$ cat src/rtl/fft_agu.sv
// fft_agu: read/write address generator and sequencer for a 512-point radix-2 in-place FFT.
// Defining FFT_AGU_STALL_EN adds a stall input that freezes the whole block while high.
module fft_agu #(
  parameter int N_LEVELS = 9,
  parameter int LATENCY  = 2
) (
  input  logic       clk,
  input  logic       reset,
  input  logic       start,
`ifdef FFT_AGU_STALL_EN
  input  logic       stall,
`endif
  output logic [8:0] rd_adr_a,
  output logic [8:0] rd_adr_b,
  output logic [8:0] twiddle_address,
  output logic       rd_bank,
  output logic [8:0] wr_adr_a,
  output logic [8:0] wr_adr_b,
  output logic       wr_bank,
  output logic       we,
  output logic       busy,
  output logic       done
);

  typedef enum logic [1:0] {IDLE, RUN, FLUSH, DONE} state_t;

  typedef struct packed {
    logic [8:0] a;
    logic [8:0] b;
    logic [8:0] tw;
    logic       bank;
  } rd_t;

  localparam logic [2:0] FLUSH_LAST = 3'(LATENCY - 1);
  localparam logic [3:0] LAST_LEVEL = 4'(N_LEVELS - 1);

  state_t     state;
  logic [3:0] level;
  logic [7:0] bfly;
  logic [2:0] flush_cnt;
  logic       advance;
  logic       issue;

  logic [LATENCY-1:0] pipe_valid;
  logic [8:0]         pipe_a    [LATENCY];
  logic [8:0]         pipe_b    [LATENCY];
  logic               pipe_bank [LATENCY];

  function automatic logic [8:0] rotl9(input logic [8:0] x, input logic [3:0] s);
    logic [17:0] d;
    d = {x, x} << s;
    return d[17:9];
  endfunction

  // Butterfly i at a level: operands are {i,0}/{i,1} rotated left by the level; the
  // twiddle keeps only the top `level` bits of i, so level 0 always uses W^0.
  function automatic rd_t rd_for(input logic [7:0] idx, input logic [3:0] lvl);
    rd_t        r;
    logic [7:0] mask;
    mask   = 8'hFF << (4'd8 - lvl);
    r.a    = rotl9({idx, 1'b0}, lvl);
    r.b    = rotl9({idx, 1'b1}, lvl);
    r.tw   = {1'b0, idx & mask};
    r.bank = lvl[0];
    return r;
  endfunction

`ifdef FFT_AGU_STALL_EN
  assign advance = ~stall;
  assign we      = pipe_valid[LATENCY-1] & ~stall;
`else
  assign advance = 1'b1;
  assign we      = pipe_valid[LATENCY-1];
`endif

  // The read registers always show the butterfly being issued while state is RUN.
  assign issue    = (state == RUN);
  assign wr_adr_a = pipe_a[LATENCY-1];
  assign wr_adr_b = pipe_b[LATENCY-1];
  assign wr_bank  = pipe_bank[LATENCY-1];

  // NOTE: sequential state uses non-blocking assignments only, so every register
  // samples the pre-edge values regardless of statement order.
  always_ff @(posedge clk or posedge reset) begin
    if (reset) begin
      state     <= IDLE;
      level     <= '0;
      bfly      <= '0;
      flush_cnt <= '0;
      {rd_adr_a, rd_adr_b, twiddle_address, rd_bank} <= '0;
      busy      <= 1'b0;
      done      <= 1'b0;
    end else if (advance) begin
      case (state)
        IDLE: begin
          if (start) begin
            state <= RUN;
            level <= '0;
            bfly  <= '0;
            busy  <= 1'b1;
            {rd_adr_a, rd_adr_b, twiddle_address, rd_bank} <= rd_for(8'd0, 4'd0);
          end
        end
        RUN: begin
          if (bfly == 8'hFF) begin
            state     <= FLUSH;
            bfly      <= '0;
            flush_cnt <= '0;
          end else begin
            bfly <= bfly + 8'd1;
            {rd_adr_a, rd_adr_b, twiddle_address, rd_bank} <= rd_for(bfly + 8'd1, level);
          end
        end
        FLUSH: begin
          // Drain the write pipe before the next level reads what this one wrote.
          if (flush_cnt == FLUSH_LAST) begin
            if (level < LAST_LEVEL) begin
              state <= RUN;
              level <= level + 4'd1;
              {rd_adr_a, rd_adr_b, twiddle_address, rd_bank} <= rd_for(8'd0, level + 4'd1);
            end else begin
              state <= DONE;
              busy  <= 1'b0;
              done  <= 1'b1;
            end
          end else begin
            flush_cnt <= flush_cnt + 3'd1;
          end
        end
        DONE: begin
          state <= IDLE;
          done  <= 1'b0;
        end
        default: state <= IDLE;
      endcase
    end
  end

  // NOTE: the pipe is a few flops, not a RAM, so it is reset with everything else;
  // that is what makes we drop the moment reset asserts.
  always_ff @(posedge clk or posedge reset) begin
    if (reset) begin
      pipe_valid <= '0;
      for (int j = 0; j < LATENCY; j++) begin
        pipe_a[j]    <= '0;
        pipe_b[j]    <= '0;
        pipe_bank[j] <= 1'b0;
      end
    end else if (advance) begin
      pipe_valid[0] <= issue;
      // Idle slots repeat the last issued entry so the write outputs hold their value.
      if (issue) begin
        pipe_a[0]    <= rd_adr_a;
        pipe_b[0]    <= rd_adr_b;
        pipe_bank[0] <= ~rd_bank;
      end
      for (int j = 1; j < LATENCY; j++) begin
        pipe_valid[j] <= pipe_valid[j-1];
        pipe_a[j]     <= pipe_a[j-1];
        pipe_b[j]     <= pipe_b[j-1];
        pipe_bank[j]  <= pipe_bank[j-1];
      end
    end
  end

endmodule

$ cat config.mk
export PLATFORM = sky130hd
export DESIGN_NAME = fft_agu
export DESIGN_NICKNAME = d
export VERILOG_FILES = /design/src/rtl/fft_agu.sv
export SDC_FILE = /design/constraint.sdc
export NUM_CORES = 1
export LEC_CHECK = 0
export ABC_AREA = 1
export BUFFER_PORTS_ARGS = -buffer_cell sky130_fd_sc_hd__clkbuf_2
export CAP_MARGIN = 0
export CORE_MARGIN = 3
export CORE_UTILIZATION = 63
export CTS_CLUSTER_SIZE = 28
export DETAILED_ROUTE_END_ITERATION = 12
export PLACE_DENSITY = 0.85
export SLEW_MARGIN = 20
export SYNTH_ARGS = -nofsm -noshare
export SYNTH_HDL_FRONTEND = slang
export SYNTH_SLANG_ARGS = --single-unit
$ cat constraint.sdc
create_clock -name clk -period 6.6 [get_ports clk]
set_input_delay 0.33 -clock clk [delete_from_list [all_inputs] [get_ports clk]]
set_output_delay 0.33 -clock clk [all_outputs]
set_load 0.02 [all_outputs]
==> results of run 1 <==
-- cell usage in the layout (no fill, tap or decap), types with 10 or more instances in the layout --
| cell type | count |
|---|---|
| a21oi_1 | 11 |
| clkbuf_2 | 51 |
| clkbuf_8 | 10 |
| dfrtp_1 | 86 |
| ha_1 | 16 |
| inv_1 | 36 |
| nand2_1 | 206 |
| nand3_1 | 70 |
| nor2_1 | 13 |
| o21ai_0 | 39 |
| o22ai_1 | 11 |
-- logic make-up after synthesis --
family                   Yosys count  share of synthesized area (%)
flip-flops                        86                           46.5
AND/OR/NAND/NOR                  315                           30.0
XOR/XNOR                           1                          0.189
AO/OA/AOI/OAI                     77                           9.52
buffers and inverters             87                           9.36
adder cells (fa/ha/maj)           16                           4.33
other                              1                         0.0810
-- cell type report --
| cell class | instances | area [um2] | area share [%] |
|---|---|---|---|
| multi-input cells | 410 | 2040 | 41.0 |
| well taps | 96 | 120 | 2.41 |
| clock buffers | 10 | 138 | 2.76 |
| repair buffers | 53 | 274 | 5.50 |
| inverters | 47 | 178 | 3.57 |
| clock inverters | 6 | 76.3 | 1.53 |
| flip-flops and latches | 86 | 2150 | 43.2 |
-- metrics by stage --
| stage | std cells | setup WS, ns |
|---|---|---|
| CTS | 708 | 3.58 |
| floorplan | 583 | 4.05 |
| detailed placement | 692 | 3.63 |
| global route | 708 | 3.26 |
| global placement | 692 | 3.80 |
| finish | 708 | 3.57 |
-- power groups by stage --
stage / Clock, uW / Sequential [uW] / Combinational, uW
2_1_floorplan: 0 / 759 / 668
3_3_place_gp: 0 / 740 / 836
3_5_place_dp: 0 / 746 / 862
4_1_cts: 402 / 736 / 870
5_1_grt: 424 / 752 / 979
6_report: 399 / 736 / 877
-- metal layers --
metal | part of all wire [%] | vias to the layer above | track usage (%)
li1 | - | 1926 | -
met1 | 43 | 1914 | 34.4
met2 | 49 | 163 | 45.2
met3 | 5.6 | 31 | 4.51
met4 | 2.8 | 0 | 12.9
met5 | 0 | - | 0
-- worst paths after layout --
path | start | end | slack (ns)
min in group clk | pipe_valid[0] | pipe_valid[1] | 0.36
max in group asynchronous | reset | flush_cnt[1] | 5.97
hold / removal | reset | pipe_a[13] | 0.14
setup / recovery | state[1] | bfly[0] | 3.57
setup reg to reg | state[1] | bfly[0] | 3.57
hold reg to reg | pipe_valid[0] | pipe_valid[1] | 0.36
-- sequential cells by signal, indices dropped and copies added (netlist names), 4 cells and up --
signal           count
pipe_b               9
rd_adr_a             9
wr_adr_a             9
twiddle_address      8
level                4
bfly                 8
rd_adr_b             9
wr_adr_b             9
pipe_a               9
-- worst max-delay path: cells and delay by family, from the launching register on --
family                   cells  cell delay (ns)
AO/OA/AOI/OAI                2             0.91
flip-flops                   1             0.43
AND/OR/NAND/NOR              1             0.14
adder cells (fa/ha/maj)      1             0.17
buffers and inverters        3             1.28
==> impl_metrics.tcl, run 1 <==
set metrics [dict create \
    status "completed" \
    syn_avg_cell_area_um2 7.94 \
    synth_cell_types 37 \
    fin_crit_sh_pct 45.9 \
    hold_class "in -> async" \
    ios 53 \
    synth-edff-count 0 \
    fin_nets 626 \
    fill_cells 557 \
    synth_top_flop_cell "dfrtp_1" \
    cp.arrival_ns 3.31 \
    drcViolationCount 0 \
    dr.pass1.iters 6 \
    grt_max_degree 87 \
    grt_usage_pct 27.1 \
    hpwl_um 7420 \
    die_area_mm2 0.00841 \
    coreArea_mm2 0.00694 \
    dpl_cell_area_mm2 0.00476 \
    grt_pass1_vias 3877 \
    ant_nets 0 \
    drtIter0Drc 314 \
    cts.htree.levels 3 \
    p_int_uw 1080 \
    rsz0062_at_grt "no" \
    clk_pin_slew_ns 0.09 \
    drt_wl_total_um 10700 \
    critical_path_class "reg -> reg" \
    irDropWorstVdd_mv 0.304 \
    skew_ns 0.0109 \
    seqPwrFrac_pct 36.6 \
    cts_buffers 9 \
    cp.required_ns 6.88 \
    tightest_slew_ns 0.883 \
    path_cells "inv_1 > ha_1 > buf_4 > clkinv_1 > a21oi_1 > nand3_1 > o21ai_0" \
    post_cts_resized 0 \
    postLayoutCoreUtil_pct 71.7 \
    reg2reg_depth 7 \
    antenna_found_initial 0 \
    p_leak_uw 0.00271 \
    place.port_buffers 51 \
    clockBufferDepth 2 \
    grt_pass1_wl_um 18200 \
    netlist_instances 583 \
    finalPower_uw 2010 \
    ys_warn_count 0 \
    tns_ns 0 \
    vias_per_cell 5.70 \
    start_util_pct 66.6 \
    syn_area_mm2 0.00463 \
    crit_slowest_cell "a21oi_1" \
    grt_overflow 0 \
    hold_violations 0 \
    synth_most_common_cell "nand2_1" \
    cp-start-kind "flip-flop" \
    path_max_fanout 32 \
    p_sw_uw 935 \
    maxSlewViolCount 0 \
    avgRoutedWirePerCell_um 15.1 \
    ys_top_cells_by_area "dfrtp_1, nand2_1, nand3_1, ha_1, o21ai_0" \
    p_sw_share_pct 46.5 \
    ys_seq_area_share_pct 46.5 \
    cts_tree "yes" \
    vias 4034 \
    design_area_mm2 0.00498 \
    pwr-share-clk_pct 19.8 \
    synth_seq_cells 86 \
    end_kind "flip-flop" \
    fin_hold_ws_ns 0.140 \
    gp_congestion 0.958 \
    max_freq_mhz 330 \
    cts_setup_buffers 0 \
    synth.largest_area_cell "dfrtp_1" \
    cts.sinks 86 \
    area_growth_pct 7.63 \
    syn_nets 602 \
    synth_top_area_share_pct 46.5 \
    cts_root_buffer "clkbuf_8" \
    async_reset_ff_share_pct 100 \
    die_w_um 91.7 \
    ctsHoldBuffers 0 \
    fin_crit_ns 3.03 \
    drv_cap 0 \
    synth_commonest_cells "nand2_1, dfrtp_1, nand3_1" \
    diodes 0 \
    relSlewSlack_pct 40.8 \
    drive_gt1_share_pct 16.7 \
    rows 30 \
    pwr-share-comb_pct 43.6 \
    max_stage_delay_ns 0.82 \
    die_h_um 91.7 \
    setup_viol 0 \
    power_density_mw_per_mm2 404 \
    insertion_delay_ns 0.36 \
]
(Power assumes the default switching activity.)
==> run 2, diff against run 1 <==
ABC_AREA = 0   (was 1)
CORE_UTILIZATION = 53   (was 63)
PLACE_DENSITY = 0.76   (was 0.85)
clock period = 2.46 ns   (was 6.6 ns; I/O delays follow)
==> run 2 against run 1 <==
Power is 22% higher; maximum frequency increased by 26%; synthesized area is 6.7% higher; core utilization fell by 9.0 points; global-route usage is 1.6 points lower; sequential share of layout area down 4.6 points; setup slack worse by 3.5 ns; flip-flop and latch count unchanged; clock skew decreased by 0.00080 ns; highest routed layer unchanged.
==> impl_metrics.tcl, run 2 <==
set metrics [dict create \
    cts.sinks 86 \
    synth.largest_area_cell "dfrtp_1" \
    end_kind "flip-flop" \
    cp-start-kind "flip-flop" \
    vias_per_cell 6.12 \
    dpl_cell_area_mm2 0.00531 \
    p_int_uw 1820 \
    cts_root_buffer "clkbuf_8" \
    area_growth_pct 12.9 \
    hold_violations 0 \
    tightest_slew_ns 0.638 \
    status "completed" \
    ios 53 \
    maxSlewViolCount 0 \
    ys_warn_count 0 \
    syn_area_mm2 0.00494 \
    drcViolationCount 0 \
    max_freq_mhz 417 \
    final_cell_mix "dfrtp_1, nand2_1, clkbuf_2" \
    diodes 0 \
    coreArea_mm2 0.00889 \
    power_density_mw_per_mm2 441 \
    syn_avg_cell_area_um2 9.41 \
    fin_crit_ns 2.40 \
    rrSetupSlack_ns 0.06 \
    place.port_buffers 51 \
    vias 4202 \
    pwr-share-comb_pct 1.4 \
    rr_endpoint "rd_adr_b[7]" \
    ys_top_cells_by_area "dfrtp_1, mux2_2, ha_1, nand2_1, o21ai_0" \
    die_h_um 103 \
    die_w_um 103 \
    p_leak_uw 0.00253 \
    grt_usage_pct 25.5 \
    grt_pass1_vias 4040 \
    pwr-share-clk_pct 41.1 \
    antenna_found_initial 0 \
    final_common_cell "dfrtp_1" \
    grt_max_degree 64 \
    hpwl_um 9570 \
    relSlewSlack_pct 57.5 \
    path_max_fanout 8 \
    cp.arrival_ns 2.65 \
    setup_viol 0 \
    reg2reg_depth 9 \
    cts.htree.levels 3 \
    drt_wl_total_um 12700 \
    start_util_pct 55.5 \
    drtIter0Drc 269 \
    drv_cap 0 \
    cts_tree "yes" \
    grt_overflow 0 \
    cp.required_ns 2.71 \
    finalPower_uw 2460 \
    skew_ns 0.0101 \
    rows 34 \
    dr.pass1.iters 5 \
    ant_nets 0 \
    grt_pass1_wl_um 21000 \
    p_sw_uw 637 \
    fin_crit_sh_pct 97.4 \
    design_area_mm2 0.00557 \
    gp_congestion 0.956 \
    avgRoutedWirePerCell_um 18.5 \
    cts_buffers 9 \
    syn_nets 544 \
    fin_hold_ws_ns 0.267 \
    ys_seq_area_share_pct 43.6 \
    irDropWorstVdd_mv 0.302 \
    synth_seq_cells 86 \
    synth_top_area_share_pct 43.6 \
    critical_path_class "reg -> reg" \
    seqPwrFrac_pct 57.5 \
    die_area_mm2 0.0105 \
    synth_commonest_cells "dfrtp_1, nand2_1, nor2_1" \
    p_sw_share_pct 25.9 \
    synth_cell_types 67 \
    netlist_instances 525 \
    insertion_delay_ns 0.37 \
    synth_most_common_cell "dfrtp_1" \
    async_reset_ff_share_pct 100 \
    fin_nets 593 \
    drive_gt1_share_pct 25.7 \
    synth-edff-count 0 \
    synth_top_flop_cell "dfrtp_1" \
    clk_pin_slew_ns 0.10 \
    r2r_start "bfly[0]" \
    clockBufferDepth 2 \
    hold_class "in -> async" \
]
[run 2: cell types whose count changed after synthesis, moves of 16 or more]
cell,before,now
nand3_1,70,14
nand2_1,206,52
mux2_2,0,20
nor2_1,13,43
a21oi_1,11,27
inv_1,37,18
[run 2: stage by stage]
| step | cells | TNS (ns) | util [%] | setup slack (ns) |
|---|---|---|---|---|
| after floorplan | 525 | 0 | - | 0.115 |
| after global placement | 667 | 0 | 59.8 | 0.177 |
| after detailed placement | 667 | 0 | 59.8 | 0.121 |
| after CTS | 684 | 0 | 62.1 | 0.0878 |
| after global routing | 687 | -0.0284 | 62.7 | -0.0284 |
| final | 687 | 0 | 62.7 | 0.0628 |
[run 2: cells by family (layout without fill, tap and decap cells)]
group | after synthesis | count (layout) | share of synthesized area (%)
other | 1 | 1 | 0.0759
and+or+nand+nor | 160 | 160 | 15.2
buffers and inverters | 75 | 129 | 7.80
AOI/OAI and AO/OA | 148 | 148 | 20.6
DFF | 86 | 86 | 43.6
adders and majority gates | 16 | 16 | 4.05
muxes | 31 | 31 | 7.04
xor gates and xnor gates | 8 | 8 | 1.72
[run 2: repair_timing]
action | CTS | global route
hold buffers | 1 | 0
hold endpoints to repair | 23 | 0
resized for setup | 0 | 8
buffers inserted | 0 | 3
endpoints found under the setup margin | 0 | 6
[run 2: layer usage]
metal | global-route usage [%] | part of all wire, % | routed length, um | vias to the layer above
met5 | 0 | 0 | 0 | -
met4 | 7.57 | 2.0 | 257 | 0
met3 | 3.32 | 4.7 | 592 | 19
met2 | 42.7 | 49 | 6260 | 164
met1 | 34.8 | 44 | 5600 | 2053
li1 | - | - | - | 1966
[run 2: layout make-up]
class | instances | area, um2
clock inverter | 7 | 75.1
fill | 737 | 3320
multi-input combinational | 364 | 2430
tap | 108 | 135
clock buffer | 9 | 124
inverter | 21 | 80.1
sequential | 86 | 2150
timing repair buffer | 92 | 582
[run 2: power groups by stage]
stage / Clock, uW / Sequential [uW] / Combinational, uW
after global placement: 0 / 1440 / 35.4
after CTS: 1030 / 1410 / 37.3
final: 1010 / 1410 / 34.4
after detailed placement: 0 / 1440 / 36.0
after floorplan: 0 / 1440 / 23.3
after global routing: 1080 / 1410 / 40.6
[run 2: worst max-delay path, cell delays in order, from the launching register on]
cell and delay, ns:
dfrtp_1 0.38, ha_1 0.28, buf_4 0.20, nand3_1 0.16, nor2_2 0.23, a21o_1 0.25, buf_4 0.16, or2_2 0.11
o221ai_1 0.14, or3_1 0.37
[run 2: worst max-delay path by stage]
stage | from | end | slack [ns] | cells past startpoint
after global routing | bfly[0] | rd_adr_b[7] | -0.03 | 9
after CTS | state[0] | rd_adr_b[7] | 0.09 | 9
after floorplan | reset | bfly[0] | 0.12 | 1
after detailed placement | state[0] | rd_adr_b[7] | 0.12 | 9
after global placement | state[0] | rd_adr_b[7] | 0.18 | 9
final | bfly[0] | rd_adr_b[7] | 0.06 | 9
